File: src/rtl/sdp_block_ram.sv
// Simple dual-port block RAM: one write port with byte enables and one read port.
// An INIT/RUN sequencer zeroes every word after reset. OUT_REG selects 1- or 2-cycle
// read latency. Optional macro SDP_RAM_BYPASS_EN gives write-first behaviour on a
// same-address read/write; without it the read returns the old stored word.
module sdp_block_ram #(
  parameter int unsigned ADDR_WIDTH = 4,
  parameter int unsigned RAM_WIDTH  = 8,
  parameter int unsigned RAM_DEPTH  = 16,
  parameter int unsigned OUT_REG    = 0
) (
  input  logic                   clk_i,
  input  logic                   rst_ni,
  input  logic                   wen_i,
  input  logic [ADDR_WIDTH-1:0]  waddr_i,
  input  logic [RAM_WIDTH/8-1:0] wbe_i,
  input  logic [RAM_WIDTH-1:0]   wdata_i,
  input  logic                   ren_i,
  input  logic [ADDR_WIDTH-1:0]  raddr_i,
  output logic [RAM_WIDTH-1:0]   rdata_o,
  output logic                   rvalid_o,
  output logic                   init_busy_o
);

  localparam int unsigned             NumBytes = RAM_WIDTH / 8;
  localparam logic [ADDR_WIDTH:0]     DepthExt = (ADDR_WIDTH + 1)'(RAM_DEPTH);
  localparam logic [ADDR_WIDTH-1:0]   LastAddr = ADDR_WIDTH'(RAM_DEPTH - 1);

  typedef enum logic [0:0] {StInit, StRun} state_e;

  state_e                  state_q, state_d;
  logic [ADDR_WIDTH-1:0]   cnt_q, cnt_d;

  logic [RAM_WIDTH-1:0]    mem_q [RAM_DEPTH];

  logic                    wr_in_range, rd_in_range;
  logic                    wr_fire, rd_fire;
  logic                    mem_we;
  logic [ADDR_WIDTH-1:0]   mem_addr;
  logic [NumBytes-1:0]     mem_be;
  logic [RAM_WIDTH-1:0]    mem_wdata;
  logic [RAM_WIDTH-1:0]    rd1_d, rd1_q;
  logic                    rv1_d, rv1_q;

  // Sequencer next state: walk the clear counter through every word, then run.
  always_comb begin
    state_d = state_q;
    cnt_d   = cnt_q;
    case (state_q)
      StInit: begin
        cnt_d = cnt_q + 1'b1;
        if (cnt_q == LastAddr) begin
          state_d = StRun;
          cnt_d   = '0;
        end
      end
      StRun:   state_d = StRun;
      default: state_d = StInit;
    endcase
  end

  // Sequencer state register; reset restarts the clear sequence from word 0.
  always_ff @(posedge clk_i or negedge rst_ni) begin
    if (!rst_ni) begin
      state_q <= StInit;
      cnt_q   <= '0;
    end else begin
      state_q <= state_d;
      cnt_q   <= cnt_d;
    end
  end

  assign init_busy_o = (state_q == StInit);
  assign wr_in_range = ({1'b0, waddr_i} < DepthExt);
  assign rd_in_range = ({1'b0, raddr_i} < DepthExt);
  assign wr_fire     = (state_q == StRun) && wen_i && wr_in_range;
  assign rd_fire     = (state_q == StRun) && ren_i;

  // Memory write port mux: clear writes during INIT, user writes during RUN.
  always_comb begin
    mem_we    = wr_fire;
    mem_addr  = waddr_i;
    mem_be    = wbe_i;
    mem_wdata = wdata_i;
    if (state_q == StInit) begin
      mem_we    = 1'b1;
      mem_addr  = cnt_q;
      mem_be    = '1;
      mem_wdata = '0;
    end
  end

  // Storage array; left unreset so it maps onto block RAM.
  always_ff @(posedge clk_i) begin
    if (mem_we) begin
      for (int unsigned i = 0; i < NumBytes; i++) begin
        if (mem_be[i]) mem_q[mem_addr][8*i +: 8] <= mem_wdata[8*i +: 8];
      end
    end
  end

  // Read word selection; out-of-range reads return zero.
  always_comb begin
    rd1_d = rd_in_range ? mem_q[raddr_i] : '0;
    rv1_d = rd_fire;
`ifdef SDP_RAM_BYPASS_EN
    // Same-edge write to the read address forwards the enabled lanes.
    if (wr_fire && (waddr_i == raddr_i)) begin
      for (int unsigned i = 0; i < NumBytes; i++) begin
        if (wbe_i[i]) rd1_d[8*i +: 8] = wdata_i[8*i +: 8];
      end
    end
`endif
  end

  // First read stage: data only updates on an accepted read so rdata holds otherwise.
  always_ff @(posedge clk_i or negedge rst_ni) begin
    if (!rst_ni) begin
      rd1_q <= '0;
      rv1_q <= 1'b0;
    end else begin
      rv1_q <= rv1_d;
      if (rd_fire) rd1_q <= rd1_d;
    end
  end

  if (OUT_REG != 0) begin : g_out_reg
    logic [RAM_WIDTH-1:0] rd2_q;
    logic                 rv2_q;

    // Optional output stage, reset so an in-flight read is dropped on reset.
    always_ff @(posedge clk_i or negedge rst_ni) begin
      if (!rst_ni) begin
        rd2_q <= '0;
        rv2_q <= 1'b0;
      end else begin
        rv2_q <= rv1_q;
        if (rv1_q) rd2_q <= rd1_q;
      end
    end

    assign rdata_o  = rd2_q;
    assign rvalid_o = rv2_q;
  end else begin : g_no_out_reg
    assign rdata_o  = rd1_q;
    assign rvalid_o = rv1_q;
  end

endmodule

File: config.mk
export PLATFORM = sky130hd
export DESIGN_NAME = sdp_block_ram
export DESIGN_NICKNAME = d
export VERILOG_FILES = /design/src/rtl/sdp_block_ram.sv
export SDC_FILE = /design/constraint.sdc
export NUM_CORES = 1
export LEC_CHECK = 0
export BUFFER_PORTS_ARGS = -buffer_cell sky130_fd_sc_hd__buf_2
export CORE_MARGIN = 2
export CORE_UTILIZATION = 45
export DETAILED_ROUTE_END_ITERATION = 8
export MAX_ROUTING_LAYER = met4
export PLACE_DENSITY = 0.7
export SYNTH_ARGS = -nofsm -noshare
export SYNTH_HDL_FRONTEND = slang
export SYNTH_SLANG_ARGS = --single-unit
File: constraint.sdc
create_clock -name clk_i -period 1.7 [get_ports clk_i]
set_input_delay 0.255 -clock clk_i [delete_from_list [all_inputs] [get_ports clk_i]]
set_output_delay 0.255 -clock clk_i [all_outputs]
set_load 0.05 [all_outputs]
==> impl_metrics.py <==
metrics = {
    "status": {
        "status": "completed",
    },
    "clocking": {
        "h-tree-depth": 4,
        "cts.sinks": 142,
        "insertion_delay_ns": 0.42,
        "cts_inserted_buffers": 17,
        "clkSlewWorstSetupHoldPaths_ns": 0.05,
        "tritoncts": "done",
        "cts_root_buffer": "clkbuf_16",
        "cts.path.max_buffers": 2,
    },
    "final_layout": {
        "multiInputGateArea_um2": 1453,
        "fill_cells": 1039,
        "synthToLayoutAreaGrowth_pct": 19.76,
        "final_util_pct": 54.76,
        "diodes": 0,
        "drive_above_1_share_pct": 22.82,
        "final_cells": 619,
        "nets": 457,
        "ff_latch_area_um2": 4195,
    },
    "floorplan": {
        "pin_count": 31,
        "start_util_pct": 45.72,
        "die-area_um2": 13640,
        "die_h_um": 116.8,
        "chipWidth_um": 116.8,
        "rows": 41,
        "core_um2": 12520,
    },
    "power_and_ir_drop": {
        "cellPowerDensity_nw_per_um2": 1087,
        "leakagePower_nw": 2.527,
        "peakVddDrop_mv": 0.5639,
    },
    "sta": {
        "fin_hold_ws_ns": 0.2442,
        "final.setup.tns_ns": 0,
        "setup_viol": 0,
        "fmax_ghz": 0.6134,
        "layout_setup_ws_ns": 0.06966,
        "period_needed_ns": 1.630,
        "relSlewSlack_pct": 54.84,
        "slew_violations": 0,
        "finalClockSkew_ns": 0.007093,
        "fin_crit_sh_pct": 95.90,
        "tightest_slew_ns": 0.6774,
        "hold_violations": 0,
    },
    "placed_design": {
        "pre_cts_ws_ns": -0.04051,
        "dp.cells": 584,
        "place.gp.congestion": 0.8060,
        "io_buffer_count": 30,
        "dpl.hpwl_mm": 7.853,
    },
    "logic_synthesis": {
        "async_flop_share_pct": 9.859,
        "synth_seq_cells": 142,
        "synth_warnings": 0,
        "synth_edf_count": 128,
        "yosysSeqAreaShare_pct": 73.28,
        "syn_nets": 391,
        "synth_cells": 369,
        "synth.distinct_cells": 31,
        "synth_flop_cell": "edfxtp_1",
        "avgSynthCellArea_um2": 15.51,
        "netlist_area_um2": 5723,
    },
    "worst_setup_path": {
        "max_stage_delay_ns": 0.41,
        "path_max_fanout": 8,
        "cp_data_required_time_ns": 1.83,
        "crit_path_end_kind": "register",
        "path_class": "reg2reg",
        "crit_path_top_delay_cell": "dfrtp_2",
        "path_cells": "buf_6 > clkinvlp_4 > o32a_4 > nor2_4 > buf_12",
        "cp.arrival_ns": 1.76,
        "worst_setup_path_start_kind": "register",
    },
    "drt": {
        "vias_per_cell": 5.262,
        "route.detailed.wl_per_inst_um": 19.43,
        "dr.pass1.iters": 4,
        "drt-initial-drc-count": 250,
        "finalWirelength_mm": 12.03,
        "num_vias": 3257,
        "drc": 0,
        "ant_nets": 0,
    },
    "global_route": {
        "antenna_found_initial": 0,
        "gr-total-overflow": 0,
        "grt_pass1_vias": 3326,
        "grt_usage_pct": 20.09,
        "grt_start_max_net_pins": 36,
        "grt_pass1_wl_mm": 18.85,
    },
    "flow_run": {
        "drv_cap": 0,
    },
    "hold_path": {
        "min_path_type": "in2reg",
    },
}
## cell usage in the layout, fill, tap and decap left out, types with 2 or more instances in the layout
master        n
a21oi_1       9
a22oi_1      18
and2_1        8
and2_2        2
buf_12        5
buf_2        29
buf_4        26
buf_6         3
clkbuf_1      2
clkbuf_16    17
clkinv_1      8
clkinv_2      2
clkinvlp_4    3
dfrtp_1      13
edfxtp_1    128
inv_1         3
mux2i_1      64
nand2_1      39
nand3_1      20
nand4_1       7
nor2_1       13
nor2_2        4
nor2_4        4
nor2b_1       2
o21ai_0       3
## layout make-up
class                           count  share of cell area, %
Tap cell                          172                  3.140
Timing Repair Buffer               64                  7.065
Sequential cell                   142                  61.21
Inverter                            4                 0.2738
Multi-Input combinational cell    206                  21.19
Clock inverter                     12                 0.8032
Clock buffer                       19                  6.316
## power by group
part	switching [mW]	internal, mW	leakage [nW]
registers	0.0149	3.85	1.33
logic	0.353	0.159	0.969
clock network	1.28	1.80	0.233
total	1.65	5.80	2.53
## synthesized netlist by cell type, drive strengths merged, types with 4 or more instances
cell type	instances	area share [%]
a21oi	10	0.87
a22oi	18	2.4
and2	10	1.1
buf	15	2.2
dfrtp	14	6.1
edfxtp	128	67
inv	4	0.26
mux2i	64	11
nand2	40	2.6
nand3	20	1.7
nand4	7	0.77
nor2	21	1.4
o21ai	4	0.35
## logic make-up after synthesis
kind of cell	synth area share (%)
buffers and inverters	2.579
DFF	73.28
muxes	11.39
adders and majority gates	0.2186
and+or+nand+nor	8.220
AOI/OAI and AO/OA	4.154
xor gates and xnor gates	0.1531
## path summary, 6_finish.rpt
path / slack (ns) / depth (start not counted) / to / from
min: 0.24 / 4 / rdata_o[2] / raddr_i[3]
max reg2reg: 0.07 / 5 / mem_q[1][0] / state_q
max in group asynchronous: 1.10 / 2 / state_q / rst_ni
max: 0.07 / 5 / mem_q[1][0] / state_q
min in group asynchronous: 0.29 / 2 / cnt_q[0] / rst_ni
min reg2reg: 0.48 / 2 / rdata_o[6] / rdata_o[6]
## per-layer routing
metal / vias to the layer above / part of all wire (%) / routed length (um) / global-route usage [%]
met5: - / 0 / 0 / -
met4: 0 / 1.7 / 204 / 6.902
met3: 18 / 6.2 / 751 / 5.922
met2: 113 / 46 / 5580 / 29.60
met1: 1592 / 46 / 5490 / 26.92
li1: 1534 / - / - / -
## sequential cells by signal, summed over array words and instances, names as in the netlist
register,flops
cnt_q,4
mem_q,128
rdata_o,8
rvalid_o,1
state_q,1
## repair_timing
| action | 4_1_cts | 5_1_grt |
|---|---|---|
| cloned | 0 | 0 |
| endpoints found under the hold margin | 14 | 0 |
| setup endpoints to repair | 53 | 162 |
| pin swaps | 2 | 2 |
| resized for setup | 1 | 13 |
| buffers inserted | 2 | 1 |
| hold buffers | 1 | 0 |
## critical path, delay by kind of cell, from the launching register on
kind,cells,cell delay [ns]
AND/OR/NAND/NOR,1,0.14
buffers and inverters,3,0.40
AO/OA/AOI/OAI,1,0.39
flip-flops,1,0.41
## metrics by stage
step                      power, mW  area (um2)
after detailed placement      4.436        6255
final                         7.450        6854
after CTS                     7.500        6794
after global placement        4.424        6255
after floorplan               4.266        5769
after global routing          7.704        6854
Note: power is estimated with default switching activity, not from simulation.
